[src/rtl/dot8_acc_pkg.sv]
// rtl/dot8_acc_pkg.sv - shared state encoding and datapath widths for dot8_acc
package dot8_acc_pkg;

  typedef enum logic [1:0] {
    IDLE  = 2'd0,
    ACCUM = 2'd1,
    DRAIN = 2'd2,
    HOLD  = 2'd3
  } state_e;

  localparam int OPW   = 8;
  localparam int PRODW = 16;

endpackage

[src/rtl/dot8_acc.sv]
// rtl/dot8_acc.sv - dot-product controller around an external 8x8 multiplier
// Operands are registered onto mul_x/mul_y; the product is accumulated one cycle later.
module dot8_acc
  import dot8_acc_pkg::*;
#(
  parameter int N_TERMS = 4,
  parameter int ACC_W   = 20
) (
  input  logic             clk,
  input  logic             rst_n,
  input  logic             start,
  input  logic             in_valid,
  output logic             in_ready,
  input  logic [OPW-1:0]   a,
  input  logic [OPW-1:0]   b,
  output logic [OPW-1:0]   mul_x,
  output logic [OPW-1:0]   mul_y,
  input  logic [PRODW-1:0] mul_z,
  output logic             out_valid,
  input  logic             out_ready,
  output logic [ACC_W-1:0] out_data,
  output logic             busy,
  output logic             ovf
);

  localparam int CNT_W = $clog2(N_TERMS + 1);
  localparam logic [CNT_W-1:0] N_LAST = CNT_W'(N_TERMS);

  state_e             state_q, state_d;
  logic [CNT_W-1:0]   cnt_q, cnt_d;
  logic [ACC_W-1:0]   acc_q, acc_d;
  logic               ovf_q, ovf_d;
  logic               p_valid_q, p_valid_d;
  logic [OPW-1:0]     mul_x_q, mul_x_d;
  logic [OPW-1:0]     mul_y_q, mul_y_d;
  logic [ACC_W:0]     sum;
  logic               xfer;

  assign in_ready  = (state_q == ACCUM) && (cnt_q < N_LAST);
  assign out_valid = (state_q == HOLD);
  assign busy      = (state_q != IDLE);
  assign out_data  = acc_q;
  assign ovf       = ovf_q;
  assign mul_x     = mul_x_q;
  assign mul_y     = mul_y_q;
  assign xfer      = in_valid && in_ready;
  assign sum       = {1'b0, acc_q} + {{(ACC_W + 1 - PRODW){1'b0}}, mul_z};

  always_comb begin
    state_d   = state_q;
    cnt_d     = cnt_q;
    acc_d     = acc_q;
    ovf_d     = ovf_q;
    p_valid_d = 1'b0;
    mul_x_d   = mul_x_q;
    mul_y_d   = mul_y_q;

    // The product of the pair registered last cycle is on mul_z now.
    if (p_valid_q) begin
      acc_d = sum[ACC_W-1:0];
      if (sum[ACC_W]) ovf_d = 1'b1;
    end

    unique case (state_q)
      IDLE: begin
        if (start) begin
          acc_d   = '0;
          ovf_d   = 1'b0;
          cnt_d   = '0;
          state_d = ACCUM;
        end
      end
      ACCUM: begin
        if (xfer) begin
          mul_x_d   = a;
          mul_y_d   = b;
          p_valid_d = 1'b1;
          cnt_d     = cnt_q + 1'b1;
          if (cnt_q + 1'b1 == N_LAST) state_d = DRAIN;
        end
      end
      DRAIN: state_d = HOLD;
      HOLD: begin
        if (out_ready) state_d = IDLE;
      end
      default: state_d = IDLE;
    endcase
  end

  always_ff @(posedge clk or negedge rst_n) begin
    if (!rst_n) begin
      state_q   <= IDLE;
      cnt_q     <= '0;
      acc_q     <= '0;
      ovf_q     <= 1'b0;
      p_valid_q <= 1'b0;
      mul_x_q   <= '0;
      mul_y_q   <= '0;
    end else begin
      state_q   <= state_d;
      cnt_q     <= cnt_d;
      acc_q     <= acc_d;
      ovf_q     <= ovf_d;
      p_valid_q <= p_valid_d;
      mul_x_q   <= mul_x_d;
      mul_y_q   <= mul_y_d;
    end
  end

endmodule

[config.mk]
export PLATFORM = sky130hd
export DESIGN_NAME = dot8_acc
export DESIGN_NICKNAME = d
export VERILOG_FILES = /design/src/rtl/dot8_acc_pkg.sv /design/src/rtl/dot8_acc.sv
export SDC_FILE = /design/constraint.sdc
export NUM_CORES = 1
export LEC_CHECK = 0
export BUFFER_PORTS_ARGS = -buffer_cell sky130_fd_sc_hd__buf_2
export CORE_MARGIN = 8
export CORE_UTILIZATION = 35
export DETAILED_ROUTE_END_ITERATION = 6
export GPL_ROUTABILITY_DRIVEN = 0
export GPL_TIMING_DRIVEN = 0
export PLACE_DENSITY = 0.56
export SETUP_SLACK_MARGIN = 0.4
export SLEW_MARGIN = 20
export SYNTH_ARGS = -nofsm -noshare
export SYNTH_HDL_FRONTEND = slang
export SYNTH_SLANG_ARGS = --single-unit
export TNS_END_PERCENT = 50
[constraint.sdc]
create_clock -name clk -period 2.35 [get_ports clk]
set_input_delay 0.1175 -clock clk [delete_from_list [all_inputs] [get_ports clk]]
set_output_delay 0.1175 -clock clk [all_outputs]
set_load 0.03 [all_outputs]
==> flow_metrics.env <==
export IMPL_finClkSkew_ps=9.50
export IMPL_layout_commonest_cell="buf_2"
export IMPL_initial_utilization=0.355
export IMPL_grt_pass1_vias=2663
export IMPL_clk_latency_ps=300
export IMPL_dr_pass1_iters=4
export IMPL_n_fill_cell=782
export IMPL_hold_path_class="input pin to flop"
export IMPL_boundaryPins=77
export IMPL_cp_required_ps=2510
export IMPL_ys_types=54
export IMPL_antenna_left=0
export IMPL_crit_chain="ha_4 -> fa_2 -> a21oi_4 -> o2bb2ai_4 -> o211a_1 -> or3_1 -> nand3_1 -> a21oi_1"
export IMPL_grt_ovfl_total=0
export IMPL_final_cell_mix="buf_2, nand2_1, dfrtp_1"
export IMPL_slew_violations=0
export IMPL_grt_max_degree=44
export IMPL_synth_edff_count=0
export IMPL_fin_tns_setup_ps=0
export IMPL_netlist_instances=305
export IMPL_cp_slowest_cell="dfrtp_2"
export IMPL_ys_flop_type="dfrtp_1"
export IMPL_cellPowerDensity_nw_per_um2=1240
export IMPL_period_share=0.886
export IMPL_status="complete, no violations"
export IMPL_peakVddDrop_uv=623
export IMPL_rsz0062_at_grt="true"
export IMPL_max_cap_viol_count=0
export IMPL_area_growth_synth_to_final_pct=33.0
export IMPL_nets=463
export IMPL_cts_tree="done"
export IMPL_cts_buffer_depth=2
export IMPL_syn_area_per_cell_sq_um=8.85
export IMPL_cp_end_kind="flop"
export IMPL_crit_family="compound AO/OA/AOI/OAI gates"
export IMPL_dp_hpwl_mm=5.41
export IMPL_total_power_mw=4.44
export IMPL_io_buffers=76
export IMPL_die_area_sq_um=10800
export IMPL_diodes=0
export IMPL_worstSetupStartpointType="flop"
export IMPL_async_reset_ff_frac=1.00
export IMPL_drt_iter0_drc=68
export IMPL_path_buf_inv=0
export IMPL_ys_seq_area_frac=0.399
export IMPL_clkTransAtPathRegs_ps=90
export IMPL_pre_cts_slack_ps=150
export IMPL_worst_slew_pin_slew_ps=594
export IMPL_dp_cells=483
export IMPL_root_buffer="clkbuf_8"
export IMPL_die_x_um=104
export IMPL_cts_made_buffers=5
export IMPL_yosys_warnings=0
export IMPL_fin_ws_ps=268
export IMPL_finalCriticalPeriod_ps=2080
export IMPL_htree_num_levels=2
export IMPL_hold_viol_final=0
export IMPL_placed_area_sq_um=3250
export IMPL_wl_mm=7.52
export IMPL_dieHeight_um=104
export IMPL_ys_ff_latch=43
export IMPL_clock_fmax_mhz=480
export IMPL_synth_fp_nets=366
export IMPL_core_area_sq_um=7610
export IMPL_cts_sinks=43
export IMPL_finalSetupViolations=0
export IMPL_cp_slowest_stage_delay_ps=430
export IMPL_antenna_found_initial=0
export IMPL_p_leak_nw=1.74
export IMPL_vias_per_cell=5.04
export IMPL_path_class="flop to flop"
export IMPL_syn_area_sq_um=2700
export IMPL_grt_total_usage=0.139
export IMPL_drive_gt1_frac=0.315
export IMPL_grt_pass1_wl_mm=12.7
export IMPL_instances_no_fill=505
export IMPL_drc=0
export IMPL_num_rows=32
export IMPL_num_vias=2547
export IMPL_design_area_sq_um=3590
export IMPL_cp_max_fo=3
export IMPL_worstPathArrival_ps=2250
export IMPL_routedWlPerCell_um=14.9
export IMPL_slew_headroom=0.604
-- metal layers --
layer | track usage | vias to the layer above | share of wire
met5 | 0 | - | 0
met4 | 0.0310 | 0 | 0.0056
met3 | 0.0545 | 4 | 0.080
met2 | 0.223 | 77 | 0.46
met1 | 0.172 | 1194 | 0.45
li1 | - | 1272 | -
-- tightest hold or removal path, delay by kind of cell --
family | cells | cell delay, ps
buf+inv | 1 | 80
simple gates | 2 | 80
-- layout make-up --
cell class	count	area, sq um	share of cell area
Buffer	8	35.0	0.00976
Clock buffer	6	72.6	0.0202
Tap cell	102	128	0.0356
Multi-Input combinational cell	247	1730	0.481
Inverter	7	26.3	0.00732
Sequential cell	43	1080	0.302
Clock inverter	2	12.5	0.00349
Timing Repair Buffer	90	505	0.141
-- worst paths after layout --
path	start	end	slack (ps)	cells past startpoint
max	out_data[0]	out_data[10]	270	8
min	b[5]	mul_y[5]	9	3
max reg2reg	out_data[0]	out_data[10]	270	8
min reg2reg	mul_x[0]	mul_x[0]	480	2
max in group asynchronous	rst_n	out_data[0]	1590	2
min in group asynchronous	rst_n	out_data[3]	340	2
-- timing repair --
item | CTS | global route
hold buffers | 6 | 1
gates resized for setup | 9 | 13
gates cloned | 0 | 0
endpoints found under the hold margin | 6 | 43
endpoints found under the setup margin | 20 | 31
pin swaps | 8 | 2
setup buffers | 7 | 0
-- cell usage after synthesis (3+ instances only) --
master    count  area, sq um
a211oi_1      3         22.5
a21o_1        6         45.0
a21oi_1      19         95.1
a31oi_1       3         18.8
clkbuf_1      6         22.5
dfrtp_1      43         1080
ha_1         23          288
inv_1         5         18.8
mux2i_1      10          100
nand2_1      72          270
nand2b_1      6         37.5
nand3_1       8         40.0
nor2_1       16         60.1
nor2b_1       3         18.8
nor3_1        6         30.0
o21ai_0      15         75.1
o21ai_1       7         35.0
or3_1         3         18.8
xnor2_1       6         52.6
-- kinds of logic (layout without fill, tap and decap cells) --
logic type,Yosys count,count (layout),share of synthesized area
compound gates,77,77,0.190
buf+inv,15,113,0.0209
simple gates,128,128,0.212
flops,43,43,0.399
xor+xnor,7,7,0.0227
mux,11,11,0.0413
fa+ha+maj,24,24,0.114
-- through the flow --
| stage | util | hold WS, ps |
|---|---|---|
| floorplan | - | -178 |
| global placement | 0.428 | 307 |
| detailed placement | 0.428 | 312 |
| CTS | 0.463 | 1.25 |
| global route | 0.472 | 4.65 |
| finish | 0.472 | 8.52 |
-- where the power goes --
group	switching (mW)	leakage, nW	internal, mW
clock	0.271	0.0412	0.208
combinational	1.69	1.15	1.01
sequential	0.228	0.550	1.03
-- flip-flops by register name, indices dropped and copies added (netlist names) --
signal	cells
out_data	20
mul_x	8
mul_y	8
cnt_q	3
state_q	2
ovf	1
p_valid_q	1
(Power assumes the default switching activity.)
